## src/rtl/fetch_unit_pkg.sv

```systemverilog
// Shared types and helpers for the instruction-fetch front end.
package fetch_unit_pkg;

    typedef enum logic [1:0] {
        BOOT  = 2'd0,
        RUN   = 2'd1,
        STALL = 2'd2
    } fetch_state_t;

    localparam logic [31:0] NOP_INST = 32'h0000_0013;

    typedef struct packed {
        logic [31:0] inst;
        logic [31:0] pc;
    } fetch_entry_t;

    function automatic logic [31:0] align_word(input logic [31:0] addr);
        return {addr[31:2], 2'b00};
    endfunction

    function automatic logic [31:0] sat_inc(input logic [31:0] value, input logic en);
        if (en && (value != 32'hFFFF_FFFF)) begin
            return value + 32'd1;
        end else begin
            return value;
        end
    endfunction

endpackage

```

## src/rtl/fetch_unit_if.sv

```systemverilog
// Instruction-memory request/response bus between the fetch unit (master) and memory (slave).
interface fetch_unit_if;
    logic        imem_req_valid;
    logic        imem_req_ready;
    logic [31:0] imem_req_addr;
    logic        imem_resp_valid;
    logic [31:0] imem_resp_data;

    modport master (
        output imem_req_valid,
        output imem_req_addr,
        input  imem_req_ready,
        input  imem_resp_valid,
        input  imem_resp_data
    );

    modport slave (
        input  imem_req_valid,
        input  imem_req_addr,
        output imem_req_ready,
        output imem_resp_valid,
        output imem_resp_data
    );
endinterface

```

## src/rtl/fetch_fifo.sv

```systemverilog
// Prefetch FIFO of {inst, pc} entries; power-of-two depth, synchronous flush and reset.
module fetch_fifo
    import fetch_unit_pkg::*;
#(
    parameter int DEPTH = 4,
    localparam int AW = $clog2(DEPTH),
    localparam int CW = AW + 1
) (
    input  logic          clk,
    input  logic          rst,
    input  logic          flush_i,
    input  logic          push_i,
    input  fetch_entry_t  push_data_i,
    input  logic          pop_i,
    output fetch_entry_t  head_o,
    output logic [CW-1:0] count_o,
    output logic          empty_o
);
    localparam logic [AW-1:0] PTR_MASK   = AW'(DEPTH - 1);
    localparam logic [CW-1:0] FULL_COUNT = CW'(DEPTH);

    fetch_entry_t  mem_q [DEPTH];
    logic [AW-1:0] wr_ptr_q, wr_ptr_d;
    logic [AW-1:0] rd_ptr_q, rd_ptr_d;
    logic [CW-1:0] count_q, count_d;
    logic          push_ok_s, pop_ok_s;

    assign empty_o   = (count_q == {CW{1'b0}});
    assign pop_ok_s  = pop_i & ~empty_o;
    // A push into a full FIFO is only accepted alongside a pop.
    assign push_ok_s = push_i & ((count_q != FULL_COUNT) | pop_ok_s);
    assign head_o    = mem_q[rd_ptr_q];
    assign count_o   = count_q;

    // Next pointer and occupancy values.
    always_comb begin
        wr_ptr_d = wr_ptr_q;
        rd_ptr_d = rd_ptr_q;
        count_d  = count_q;
        if (flush_i) begin
            wr_ptr_d = {AW{1'b0}};
            rd_ptr_d = {AW{1'b0}};
            count_d  = {CW{1'b0}};
        end else begin
            if (push_ok_s) begin
                wr_ptr_d = (wr_ptr_q + AW'(1)) & PTR_MASK;
            end else begin
                wr_ptr_d = wr_ptr_q;
            end
            if (pop_ok_s) begin
                rd_ptr_d = (rd_ptr_q + AW'(1)) & PTR_MASK;
            end else begin
                rd_ptr_d = rd_ptr_q;
            end
            case ({push_ok_s, pop_ok_s})
                2'b10:   count_d = count_q + CW'(1);
                2'b01:   count_d = count_q - CW'(1);
                default: count_d = count_q;
            endcase
        end
    end

    // Pointer and occupancy registers.
    always_ff @(posedge clk) begin
        if (!rst) begin
            wr_ptr_q <= {AW{1'b0}};
            rd_ptr_q <= {AW{1'b0}};
            count_q  <= {CW{1'b0}};
        end else begin
            wr_ptr_q <= wr_ptr_d;
            rd_ptr_q <= rd_ptr_d;
            count_q  <= count_d;
        end
    end

    // Entry storage; contents are only observed through valid pointers.
    always_ff @(posedge clk) begin
        if (push_ok_s && !flush_i) begin
            mem_q[wr_ptr_q] <= push_data_i;
        end
    end

endmodule

```

## src/rtl/fetch_unit.sv

```systemverilog
// Instruction-fetch front end: PC generation, credit-limited in-order fetch, prefetch FIFO.
// Optional performance counters are built when FETCH_PERF_EN is defined.
module fetch_unit #(
    parameter logic [31:0] RESET_PC   = 32'h0000_0000,
    parameter int          FIFO_DEPTH = 4,
    parameter logic [31:0] NOP_INST   = fetch_unit_pkg::NOP_INST
) (
    input  logic         clk,
    input  logic         rst,
    fetch_unit_if.master imem,
    input  logic         redirect_valid,
    input  logic [31:0]  redirect_pc,
    output logic         ifid_valid,
    input  logic         ifid_ready,
    output logic [31:0]  ifid_inst,
    output logic [31:0]  ifid_pc
`ifdef FETCH_PERF_EN
    ,
    output logic [31:0]  perf_redirects,
    output logic [31:0]  perf_discards,
    output logic [31:0]  perf_starve
`endif
);
    import fetch_unit_pkg::*;

    localparam int            CW      = $clog2(FIFO_DEPTH) + 1;
    localparam logic [CW:0]   DEPTH_W = (CW + 1)'(FIFO_DEPTH);

    fetch_state_t  state_q, state_d;
    logic [31:0]   fetch_pc_q, fetch_pc_d;
    logic [31:0]   resp_pc_q, resp_pc_d;
    logic [CW-1:0] live_q, live_d;
    logic [CW-1:0] stale_q, stale_d;
    logic [CW-1:0] fifo_count_s;
    logic          fifo_empty_s;
    logic          credit_ok_s, req_valid_s, accept_s;
    logic          resp_live_s, resp_drop_s, push_s, pop_s;
    fetch_entry_t  push_entry_s, head_s;

    // Issue needs room for the reply in the FIFO and a free tag among all outstanding requests.
    assign credit_ok_s = (({1'b0, fifo_count_s} + {1'b0, live_q}) < DEPTH_W) &&
                         (({1'b0, live_q} + {1'b0, stale_q}) < DEPTH_W);

    assign accept_s     = req_valid_s & imem.imem_req_ready;
    assign resp_drop_s  = imem.imem_resp_valid & (stale_q != {CW{1'b0}});
    assign resp_live_s  = imem.imem_resp_valid & (stale_q == {CW{1'b0}});
    assign push_s       = resp_live_s & ~redirect_valid;
    assign pop_s        = ifid_valid & ifid_ready & ~redirect_valid;
    assign push_entry_s = '{inst: imem.imem_resp_data, pc: resp_pc_q};

    // FSM next state and request strobe.
    always_comb begin
        state_d     = state_q;
        req_valid_s = 1'b0;
        case (state_q)
            BOOT: begin
                state_d = RUN;
            end
            RUN: begin
                if (redirect_valid) begin
                    state_d = RUN;
                end else if (credit_ok_s) begin
                    req_valid_s = 1'b1;
                    state_d     = RUN;
                end else begin
                    state_d = STALL;
                end
            end
            STALL: begin
                if (redirect_valid || credit_ok_s) begin
                    state_d = RUN;
                end else begin
                    state_d = STALL;
                end
            end
            default: begin
                state_d = BOOT;
            end
        endcase
    end

    // PC and outstanding-request bookkeeping; a redirect overrides everything.
    always_comb begin
        fetch_pc_d = fetch_pc_q;
        resp_pc_d  = resp_pc_q;
        live_d     = live_q;
        stale_d    = stale_q;
        if (redirect_valid) begin
            fetch_pc_d = align_word(redirect_pc);
            resp_pc_d  = align_word(redirect_pc);
            live_d     = {CW{1'b0}};
            // A reply landing now belongs to the old stream and retires one old request.
            if (imem.imem_resp_valid) begin
                stale_d = stale_q + live_q - CW'(1);
            end else begin
                stale_d = stale_q + live_q;
            end
        end else begin
            if (accept_s) begin
                fetch_pc_d = fetch_pc_q + 32'd4;
            end else begin
                fetch_pc_d = fetch_pc_q;
            end
            if (push_s) begin
                resp_pc_d = resp_pc_q + 32'd4;
            end else begin
                resp_pc_d = resp_pc_q;
            end
            case ({accept_s, resp_live_s})
                2'b10:   live_d = live_q + CW'(1);
                2'b01:   live_d = live_q - CW'(1);
                default: live_d = live_q;
            endcase
            if (resp_drop_s) begin
                stale_d = stale_q - CW'(1);
            end else begin
                stale_d = stale_q;
            end
        end
    end

    // State and bookkeeping registers.
    always_ff @(posedge clk) begin
        if (!rst) begin
            state_q    <= BOOT;
            fetch_pc_q <= RESET_PC;
            resp_pc_q  <= RESET_PC;
            live_q     <= {CW{1'b0}};
            stale_q    <= {CW{1'b0}};
        end else begin
            state_q    <= state_d;
            fetch_pc_q <= fetch_pc_d;
            resp_pc_q  <= resp_pc_d;
            live_q     <= live_d;
            stale_q    <= stale_d;
        end
    end

    fetch_fifo #(
        .DEPTH (FIFO_DEPTH)
    ) u_fifo (
        .clk         (clk),
        .rst         (rst),
        .flush_i     (redirect_valid),
        .push_i      (push_s),
        .push_data_i (push_entry_s),
        .pop_i       (pop_s),
        .head_o      (head_s),
        .count_o     (fifo_count_s),
        .empty_o     (fifo_empty_s)
    );

    assign imem.imem_req_valid = req_valid_s;
    assign imem.imem_req_addr  = fetch_pc_q;
    assign ifid_valid          = ~fifo_empty_s;
    assign ifid_inst           = ifid_valid ? head_s.inst : NOP_INST;
    assign ifid_pc             = ifid_valid ? head_s.pc : 32'h0000_0000;

`ifdef FETCH_PERF_EN
    logic [31:0] perf_redirects_q, perf_discards_q, perf_starve_q;

    // Saturating event counters.
    always_ff @(posedge clk) begin
        if (!rst) begin
            perf_redirects_q <= 32'h0000_0000;
            perf_discards_q  <= 32'h0000_0000;
            perf_starve_q    <= 32'h0000_0000;
        end else begin
            perf_redirects_q <= sat_inc(perf_redirects_q, redirect_valid);
            perf_discards_q  <= sat_inc(perf_discards_q,
                                        imem.imem_resp_valid & (redirect_valid | resp_drop_s));
            perf_starve_q    <= sat_inc(perf_starve_q, ifid_ready & ~ifid_valid);
        end
    end

    assign perf_redirects = perf_redirects_q;
    assign perf_discards  = perf_discards_q;
    assign perf_starve    = perf_starve_q;
`endif

endmodule

```

## src/flat_wrapper.sv

```systemverilog
// flat-port wrapper written by rule: the top's interface ports become plain ports
module fetch_unit_flat import fetch_unit_pkg::*;
#(
    parameter logic [31:0] RESET_PC   = 32'h0000_0000,
    parameter int          FIFO_DEPTH = 4,
    parameter logic [31:0] NOP_INST   = fetch_unit_pkg::NOP_INST
)
  (clk, rst, redirect_valid, redirect_pc, ifid_valid, ifid_ready, ifid_inst, ifid_pc, imem_imem_req_valid, imem_imem_req_addr, imem_imem_req_ready, imem_imem_resp_valid, imem_imem_resp_data);
  fetch_unit_if imem_i ();
  input  logic clk;
  input  logic rst;
  input  logic redirect_valid;
  input  logic [31:0] redirect_pc;
  output logic ifid_valid;
  input  logic ifid_ready;
  output logic [31:0] ifid_inst;
  output logic [31:0] ifid_pc;
  output wire logic [$bits(imem_i.imem_req_valid)-1:0] imem_imem_req_valid;
  output wire logic [$bits(imem_i.imem_req_addr)-1:0] imem_imem_req_addr;
  input wire logic [$bits(imem_i.imem_req_ready)-1:0] imem_imem_req_ready;
  input wire logic [$bits(imem_i.imem_resp_valid)-1:0] imem_imem_resp_valid;
  input wire logic [$bits(imem_i.imem_resp_data)-1:0] imem_imem_resp_data;
  assign imem_imem_req_valid = imem_i.imem_req_valid;
  assign imem_imem_req_addr = imem_i.imem_req_addr;
  assign imem_i.imem_req_ready = imem_imem_req_ready;
  assign imem_i.imem_resp_valid = imem_imem_resp_valid;
  assign imem_i.imem_resp_data = imem_imem_resp_data;
  fetch_unit #(.RESET_PC(RESET_PC), .FIFO_DEPTH(FIFO_DEPTH), .NOP_INST(NOP_INST)) u_core (.clk(clk), .rst(rst), .imem(imem_i), .redirect_valid(redirect_valid), .redirect_pc(redirect_pc), .ifid_valid(ifid_valid), .ifid_ready(ifid_ready), .ifid_inst(ifid_inst), .ifid_pc(ifid_pc));
endmodule
```

## config.mk

```make
export PLATFORM = sky130hd
export DESIGN_NAME = fetch_unit_flat
export DESIGN_NICKNAME = d
export VERILOG_FILES = /design/src/rtl/fetch_unit_pkg.sv /design/src/rtl/fetch_unit_if.sv /design/src/rtl/fetch_fifo.sv /design/src/rtl/fetch_unit.sv /design/src/flat_wrapper.sv
export SDC_FILE = /design/constraint.sdc
export NUM_CORES = 1
export LEC_CHECK = 0
export ABC_AREA = 1
export BUFFER_PORTS_ARGS = -buffer_cell sky130_fd_sc_hd__buf_4
export CAP_MARGIN = 30
export CELL_PAD_IN_SITES_DETAIL_PLACEMENT = 1
export CELL_PAD_IN_SITES_GLOBAL_PLACEMENT = 2
export CORE_ASPECT_RATIO = 0.5
export CORE_MARGIN = 2
export CORE_UTILIZATION = 38
export CTS_BUF_LIST = sky130_fd_sc_hd__clkbuf_2 sky130_fd_sc_hd__clkbuf_4 sky130_fd_sc_hd__clkbuf_8
export DETAILED_ROUTE_END_ITERATION = 12
export MAX_ROUTING_LAYER = met4
export PLACE_DENSITY_LB_ADDON = 0.1
export SETUP_SLACK_MARGIN = 0.5
export SYNTH_ARGS = -nofsm -noshare
export SYNTH_HDL_FRONTEND = slang
export SYNTH_SLANG_ARGS = --single-unit
```

## constraint.sdc

```tcl
create_clock -name clk -period 5.1 [get_ports clk]
set_input_delay 0.255 -clock clk [delete_from_list [all_inputs] [get_ports clk]]
set_output_delay 0.255 -clock clk [all_outputs]
set_load 0.1 [all_outputs]
```

==> impl_metrics.prom, run 1 <==
# TYPE chip_impl_metric gauge
chip_impl_metric{name="min_delay_path_depth",unit=""} 3
chip_impl_metric{name="timing.critical_path.required",unit="ps"} 5330
chip_impl_metric{name="postCtsSetupBuffers",unit=""} 0
chip_impl_metric{name="hold_buffers",unit=""} 46
chip_impl_metric{name="worstMarginPinSlew",unit="ps"} 976.3
chip_impl_metric{name="synthesis.instances",unit=""} 1607
chip_impl_metric{name="cts.htree.levels",unit=""} 2
chip_impl_metric{name="power.share.switching",unit=""} 0.2960
chip_impl_metric{name="synthesis.area_per_instance",unit="µm²"} 9.256
chip_impl_metric{name="buffer_ports.inserted",unit=""} 161
chip_impl_metric{name="final_core_utilization",unit=""} 0.4669
chip_impl_metric{name="antenna_violations_before_repair",unit=""} 1
chip_impl_metric{name="clk-insertion-delay-late",unit="ps"} 610
chip_impl_info{name="final_common_cell",value="nor2_1"} 1
chip_impl_metric{name="die_area",unit="µm²"} 40840
chip_impl_metric{name="layout-drive-gt1-share",unit=""} 0.1595
chip_impl_metric{name="instances_no_fill",unit=""} 2381
chip_impl_info{name="synthFlopType",value="edfxtp_1"} 1
chip_impl_info{name="worstPathCellList",value="inv_1, ha_1, nand3_1, nor2_4, o21ai_1, nor2_4, buf_4"} 1
chip_impl_info{name="timing_worst_setup_path_type",value="flop to flop"} 1
chip_impl_metric{name="cts_inserted_buffers",unit=""} 49
chip_impl_metric{name="nFillCells",unit=""} 4496
chip_impl_metric{name="final_nets",unit=""} 1900
chip_impl_metric{name="design.portCount",unit=""} 168
chip_impl_metric{name="p_int",unit="mW"} 4.280
chip_impl_metric{name="placedCellCount",unit=""} 2244
chip_impl_metric{name="worst_path_arrival_time",unit="ps"} 3770
chip_impl_metric{name="drt_first_pass_iters",unit=""} 5
chip_impl_metric{name="multi_input_logic_area",unit="µm²"} 5176
chip_impl_metric{name="preCtsSetupSlack",unit="ps"} 1505
chip_impl_metric{name="grt_pass1_vias",unit=""} 12664
chip_impl_metric{name="p_per_area",unit="nW/µm²"} 336.2
chip_impl_metric{name="async_reset_ff_frac",unit=""} 0
chip_impl_metric{name="seq_area_frac_synth",unit=""} 0.6043
chip_impl_metric{name="synthDistinctLibCells",unit=""} 45
chip_impl_metric{name="first_pass_grt_wire_length",unit="µm"} 70620
chip_impl_metric{name="slew_headroom",unit=""} 0.3448
chip_impl_metric{name="die_height",unit="µm"} 143.9
chip_impl_metric{name="routed-via-count",unit=""} 11991
chip_impl_metric{name="power.switching",unit="mW"} 1.800
chip_impl_metric{name="rr_worst_depth",unit=""} 7
chip_impl_info{name="crit_top_cell",value="nor2_4"} 1
chip_impl_metric{name="number_of_max_capacitance_violations_reported",unit=""} 0
chip_impl_metric{name="grtUsageTotal",unit=""} 0.2295
chip_impl_metric{name="syn_to_layout_area_delta",unit="%"} 21.59
chip_impl_metric{name="cts.sinks",unit=""} 325
chip_impl_metric{name="route.detailed.drc",unit=""} 0
chip_impl_metric{name="timing.final.crit_share",unit=""} 0.6926
chip_impl_metric{name="combinationalPowerShare",unit=""} 0.141
chip_impl_metric{name="max_freq",unit="MHz"} 283.1
chip_impl_metric{name="post_detailed_routing_wire_length",unit="µm"} 45750
chip_impl_metric{name="route.met2.wl",unit="µm"} 22520
chip_impl_metric{name="final_period_minus_worst_setup_slack",unit="ps"} 3532
chip_impl_metric{name="setup-tns-final",unit="ps"} 0
chip_impl_metric{name="finClkSkew",unit="ps"} 38.66
chip_impl_metric{name="first_iter_violations",unit=""} 529
chip_impl_metric{name="post_drt_wl_per_cell",unit="µm"} 19.21
chip_impl_metric{name="met1Wirelength",unit="µm"} 21050
chip_impl_metric{name="power_frac_seq",unit=""} 0.498
chip_impl_info{name="crit_path_top_delay_cell",value="nor2_4"} 1
chip_impl_metric{name="total_power",unit="mW"} 6.080
chip_impl_info{name="clock_tree.root_cell",value="clkbuf_8"} 1
chip_impl_metric{name="gpl.final_weighted_congestion",unit=""} 0.8295
chip_impl_metric{name="syn_area",unit="µm²"} 14870
chip_impl_info{name="worst_min_path_class",value="input port to flop"} 1
chip_impl_info{name="clock_tree_from_tritoncts",value="yes"} 1
chip_impl_metric{name="final_hold_viol_count",unit=""} 0
chip_impl_metric{name="placeableCoreArea",unit="µm²"} 38730
chip_impl_info{name="timing.critical_path.from_type",value="flop"} 1
chip_impl_info{name="outcome",value="finished, final reports clean"} 1
chip_impl_metric{name="yosys_warnings",unit=""} 0
chip_impl_metric{name="grt_max_degree",unit=""} 65
chip_impl_metric{name="detailed_place.area",unit="µm²"} 16640
chip_impl_metric{name="post_cts_resize_count",unit=""} 0
chip_impl_metric{name="clk_transition_reported_paths",unit="ps"} 70
chip_impl_metric{name="critical_path.max_fanout",unit=""} 27
chip_impl_info{name="timing.critical_path.to_type",value="flop"} 1
chip_impl_metric{name="detailed_place_hpwl",unit="µm"} 29730
chip_impl_metric{name="power.share.clock",unit=""} 0.361
chip_impl_info{name="layout_common_cells",value="nor2_1 (360), nand2_1 (279), edfxtp_1 (248)"} 1
chip_impl_metric{name="dr_wl_met3",unit="µm"} 1593
chip_impl_metric{name="postLayoutSetupSlackWorst",unit="ps"} 1568
chip_impl_metric{name="die_w",unit="µm"} 283.8
chip_impl_metric{name="setup_viol",unit=""} 0
chip_impl_metric{name="hold_slack",unit="ps"} 38.73
chip_impl_info{name="top_layer_used",value="met4"} 1
chip_impl_metric{name="cp_slowest_stage_delay",unit="ps"} 660
chip_impl_metric{name="drtAntennaViolNets",unit=""} 0
chip_impl_metric{name="floorplan.initialDensity",unit=""} 0.3840
chip_impl_metric{name="total_count_of_max_transition_violations_in_the_final_report",unit=""} 0
chip_impl_metric{name="power_leakage",unit="nW"} 6.719
chip_impl_metric{name="finalInstanceArea",unit="µm²"} 18090
chip_impl_metric{name="grt.overflow.total",unit=""} 0
chip_impl_info{name="rsz0062_at_grt",value="no"} 1
chip_impl_metric{name="synth-seq-cells",unit=""} 325
chip_impl_metric{name="worst_ir_drop_vdd",unit="mV"} 0.1516
chip_impl_metric{name="synth-edff-count",unit=""} 248
chip_impl_metric{name="placement_rows",unit=""} 51
chip_impl_metric{name="clock_path_buffers",unit=""} 3
chip_impl_metric{name="number_of_vias_per_cell_after_detailed_routing",unit=""} 5.036
chip_impl_metric{name="layout.area.seq",unit="µm²"} 8994
[path summary, 6_finish.rpt]
check	slack, ps	end	start
worst max register to register	1570	u_core.u_fifo.mem_q[0][35]$_DFFE_PP_	u_core.stale_q[1]$_SDFFE_PN0P_
worst min register to register	460	flop	u_core.u_fifo.rd_ptr_q[1]$_SDFFE_PP0P_
worst max-delay path	1570	u_core.u_fifo.mem_q[0][35]$_DFFE_PP_	u_core.stale_q[1]$_SDFFE_PN0P_
worst min-delay path	40	u_core.resp_pc_q[4]$_SDFFE_PN0P_	redirect_pc[4]
[critical path: cells and delay by family, from the launching register on]
kind                       cells  cell delay (ps)
DFF                            1              340
buffers and inverters          2              600
and+or+nand+nor                3             1470
adders and majority gates      1              180
AOI/OAI and AO/OA              1              530
[power by group through the flow]
stage / clock (mW) / combinational [mW] / sequential, mW
2_1_floorplan: 0 / 0.501 / 3.15
3_3_place_gp: 0 / 0.807 / 3.07
3_5_place_dp: 0 / 0.832 / 3.08
4_1_cts: 2.26 / 0.865 / 3.02
5_1_grt: 2.37 / 0.925 / 3.04
6_report: 2.20 / 0.858 / 3.03
[registers in the layout, summed over array words and instances, names as in the netlist, named ones only]
register	count
u_core.stale_q	3
u_core.state_q	2
u_core.u_fifo.mem_q	248
u_core.u_fifo.count_o	3
u_core.resp_pc_q	30
u_core.live_q	3
u_core.u_fifo.rd_ptr_q	2
u_core.u_fifo.wr_ptr_q	2
u_core.imem.imem_req_addr	30
[cell type report]
type	count	area share
Clock inverter	31	0.01252
Clock buffer	58	0.04102
Antenna cell	1	0.0001384
Multi-Input combinational cell	1109	0.2862
Sequential cell	325	0.4973
Tap cell	530	0.03667
Timing Repair Buffer	226	0.1049
Inverter	101	0.02124
[logic make-up (layout without fill, tap and decap cells)]
logic type	count (synthesis)	count (layout)	synth area share
xor gates and xnor gates	19	19	0.01119
adders and majority gates	18	18	0.01666
DFF	325	325	0.6043
AOI/OAI and AO/OA	319	319	0.1126
other	1	5	0.0002521
and+or+nand+nor	749	749	0.2046
buffers and inverters	176	416	0.05047
[cell usage after synthesis, types with 7 or more instances]
library cell | count | area, µm²
dfxtp_1 | 77 | 1541
xor2_1 | 14 | 122.6
nand2_1 | 279 | 1047
clkbuf_1 | 43 | 161.4
edfxtp_1 | 248 | 7447
nor3_1 | 11 | 55.05
ha_1 | 15 | 187.7
nor2_2 | 8 | 50.05
nand3_1 | 59 | 295.3
nor2_1 | 364 | 1366
a21oi_1 | 112 | 560.5
inv_1 | 93 | 349.1
nand3b_1 | 7 | 52.55
o21ai_0 | 165 | 825.8
buf_2 | 20 | 100.1
a31oi_1 | 17 | 106.4
[per-layer routing]
metal / vias to the layer above / global-route usage
met5: - / -
met4: 0 / 0.04344
met3: 58 / 0.03587
met2: 183 / 0.3967
met1: 5928 / 0.2892
li1: 5822 / -
(Power assumes the default switching activity.)
==> inputs of run 2 (changes only) <==
CORE_UTILIZATION = 34   (was 38)
clock period = 3.04 ns   (was 5.1 ns; I/O delays follow)
==> run 2 against run 1 <==
Flip-flop and latch count unchanged. Global-route usage down 1.1 points. First-iteration DRC count up 13%. Wire length up 5.3%. Final cell count up 3.9%. Via count up 1.3%. Clock skew down 18 ps. Power up 72%. Utilization down 3.2 points. Worst setup slack worse by 940 ps. Register-to-register slack worse by 900 ps.
==> impl_metrics.prom, run 2 (synthesized netlist as in run 1, its figures left out) <==
# TYPE chip_impl_metric gauge
chip_impl_metric{name="layout-drive-gt1-share",unit=""} 0.1802
chip_impl_metric{name="cts.htree.levels",unit=""} 2
chip_impl_metric{name="critical_path.max_fanout",unit=""} 23
chip_impl_info{name="rsz0062_at_grt",value="yes"} 1
chip_impl_info{name="timing_worst_setup_path_type",value="flop to primary output"} 1
chip_impl_metric{name="post_drt_wl_per_cell",unit="µm"} 19.46
chip_impl_metric{name="ff2ff_setup_slack",unit="ps"} 670
chip_impl_metric{name="clk_transition_reported_paths",unit="ps"} 70
chip_impl_metric{name="syn_to_layout_area_delta",unit="%"} 26.85
chip_impl_metric{name="placement_rows",unit=""} 54
chip_impl_metric{name="routed-via-count",unit=""} 12145
chip_impl_metric{name="final_core_utilization",unit=""} 0.4350
chip_impl_metric{name="detailed_place.area",unit="µm²"} 17030
chip_impl_metric{name="floorplan.initialDensity",unit=""} 0.3429
chip_impl_metric{name="power_leakage",unit="nW"} 6.939
chip_impl_metric{name="setup_viol",unit=""} 0
chip_impl_metric{name="route.detailed.drc",unit=""} 0
chip_impl_metric{name="instances_no_fill",unit=""} 2475
chip_impl_metric{name="clock_path_buffers",unit=""} 3
chip_impl_metric{name="hold_slack",unit="ps"} 49.74
chip_impl_info{name="worst_min_path_class",value="input port to flop"} 1
chip_impl_metric{name="power.switching",unit="mW"} 3.101
chip_impl_metric{name="cp_slowest_stage_delay",unit="ps"} 470
chip_impl_metric{name="setup-tns-final",unit="ps"} 0
chip_impl_metric{name="worstPathBufferInverterCount",unit=""} 2
chip_impl_info{name="register_with_the_most_flip_flops",value="u_core.u_fifo.mem_q"} 1
chip_impl_info{name="timing.critical_path.to_type",value="primary output"} 1
chip_impl_metric{name="timing.critical_path.required",unit="ps"} 2890
chip_impl_metric{name="grt_pass1_vias",unit=""} 13172
chip_impl_metric{name="antenna_violations_before_repair",unit=""} 0
chip_impl_metric{name="placedCellCount",unit=""} 2312
chip_impl_info{name="clock_tree.root_cell",value="clkbuf_8"} 1
chip_impl_metric{name="drt_first_pass_iters",unit=""} 5
chip_impl_metric{name="design.portCount",unit=""} 168
chip_impl_metric{name="cts.sinks",unit=""} 325
chip_impl_metric{name="nFillCells",unit=""} 4963
chip_impl_metric{name="die_area",unit="µm²"} 45540
chip_impl_metric{name="total_power",unit="mW"} 10.48
chip_impl_metric{name="worstMarginPinSlew",unit="ps"} 678.5
chip_impl_info{name="worstHoldStart",value="redirect_pc[22]"} 1
chip_impl_metric{name="worst_path_arrival_time",unit="ps"} 2260
chip_impl_metric{name="count_of_inserted_antenna_diode_cells",unit=""} 0
chip_impl_metric{name="power.share.switching",unit=""} 0.2959
chip_impl_metric{name="power.share.clock",unit=""} 0.369
chip_impl_info{name="top_delay_family_on_crit_path",value="buffers and inverters"} 1
chip_impl_metric{name="postLayoutSetupSlackWorst",unit="ps"} 625.1
chip_impl_metric{name="final_nets",unit=""} 1934
chip_impl_metric{name="buffer_ports.inserted",unit=""} 161
chip_impl_metric{name="detailed_place_hpwl",unit="µm"} 30750
chip_impl_metric{name="max_freq",unit="MHz"} 414.1
chip_impl_info{name="r2r_start",value="u_core.live_q[0]$_SDFFE_PP0P_"} 1
chip_impl_metric{name="preCtsSetupSlack",unit="ps"} 488.1
chip_impl_metric{name="worst_ir_drop_vdd",unit="mV"} 0.2396
chip_impl_metric{name="p_int",unit="mW"} 7.378
chip_impl_metric{name="grtUsageTotal",unit=""} 0.2185
chip_impl_metric{name="final_hold_viol_count",unit=""} 0
chip_impl_metric{name="p_per_area",unit="nW/µm²"} 555.4
chip_impl_metric{name="power_frac_seq",unit=""} 0.484
chip_impl_info{name="timing.critical_path.from_type",value="flop"} 1
chip_impl_metric{name="grt_max_degree",unit=""} 85
chip_impl_metric{name="die_height",unit="µm"} 151.9
chip_impl_info{name="worstPathCellList",value="buf_4, nor2_1, nor2_1, o21ai_0, a21oi_1, buf_4"} 1
chip_impl_metric{name="post_detailed_routing_wire_length",unit="µm"} 48150
chip_impl_metric{name="placeableCoreArea",unit="µm²"} 43380
chip_impl_metric{name="grt.overflow.total",unit=""} 0
chip_impl_info{name="layout_common_cells",value="nor2_1 (359), nand2_1 (279), edfxtp_1 (248)"} 1
chip_impl_metric{name="die_w",unit="µm"} 299.8
chip_impl_metric{name="finClkSkew",unit="ps"} 21.10
chip_impl_metric{name="final_period_minus_worst_setup_slack",unit="ps"} 2415
chip_impl_info{name="outcome",value="finished, final reports clean"} 1
chip_impl_metric{name="timing.final.crit_share",unit=""} 0.7944
chip_impl_metric{name="number_of_max_capacitance_violations_reported",unit=""} 0
chip_impl_info{name="final_common_cell",value="nor2_1"} 1
chip_impl_metric{name="cts_inserted_buffers",unit=""} 50
chip_impl_info{name="crit_path_top_delay_cell",value="dfxtp_4"} 1
chip_impl_metric{name="largest_register_ff_count",unit=""} 248
chip_impl_metric{name="finalInstanceArea",unit="µm²"} 18870
chip_impl_metric{name="first_iter_violations",unit=""} 599
chip_impl_metric{name="gpl.final_weighted_congestion",unit=""} 0.8240
chip_impl_metric{name="combinationalPowerShare",unit=""} 0.147
chip_impl_metric{name="drtAntennaViolNets",unit=""} 0
chip_impl_info{name="clock_tree_from_tritoncts",value="yes"} 1
chip_impl_metric{name="number_of_vias_per_cell_after_detailed_routing",unit=""} 4.907
chip_impl_metric{name="total_count_of_max_transition_violations_in_the_final_report",unit=""} 0
chip_impl_metric{name="slew_headroom",unit=""} 0.5477
chip_impl_metric{name="clk-insertion-delay-late",unit="ps"} 620
chip_impl_metric{name="first_pass_grt_wire_length",unit="µm"} 74840
run 2: cell count changes in the layout (fill, tap and decap cells not counted), sizes merged:
cell,previous run,this run
buf,179,192
clkbuf,58,65
clkinv,29,23
clkinvlp,0,2
dlygate4sd3,47,66
bufbuf,0,1
diode,1,0
inv,100,101
run 2: power by group through the flow:
| stage | Sequential [mW] | Combinational, mW | Clock (mW) |
|---|---|---|---|
| after floorplan | 5.28 | 0.869 | 0 |
| after global placement | 5.16 | 1.42 | 0 |
| after detailed placement | 5.17 | 1.45 | 0 |
| after CTS | 5.07 | 1.55 | 4.00 |
| after global routing | 5.09 | 1.66 | 4.18 |
| final | 5.08 | 1.54 | 3.86 |
run 2: path summary, 6_finish.rpt:
kind                                                              endpoint  cells after the start
worst max-delay path                                         ifid_inst[22]                      6
worst min-delay path            u_core.imem.imem_req_addr[22]$_SDFFE_PN0P_                      5
worst max register to register               u_core.live_q[2]$_SDFFE_PP0P_                     14
worst min register to register                                        flop                      2
run 2: final cells by class:
type / instances / area, µm² / area share
clock inverter: 28 / 217.7 / 0.01154
inverter: 101 / 389.1 / 0.02062
timing repair buffer: 259 / 2346 / 0.1243
tap: 588 / 735.7 / 0.03899
multi-input combinational: 1109 / 5369 / 0.2845
clock buffer: 65 / 813.3 / 0.04310
sequential: 325 / 8997 / 0.4769
run 2: worst min-delay path, cell delays in order:
cell     delay [ps]
buf_4           110
nand2_1         160
nand2_1          80
nand2_1          50
a21oi_1          50
run 2: timing repair:
item	in CTS	in global routing
buffers inserted	3	0
pin swaps	0	1
hold buffers	66	0
gates cloned	1	0
resized for setup	13	13
endpoints found under the hold margin	180	0
setup endpoints to repair	72	31
run 2: metal layers:
layer | up-vias | global-route usage | share of wire
li1 | 5884 | - | -
met1 | 6042 | 0.2760 | 0.46
met2 | 150 | 0.3730 | 0.50
met3 | 69 | 0.03060 | 0.024
met4 | 0 | 0.04810 | 0.018
met5 | - | - | 0
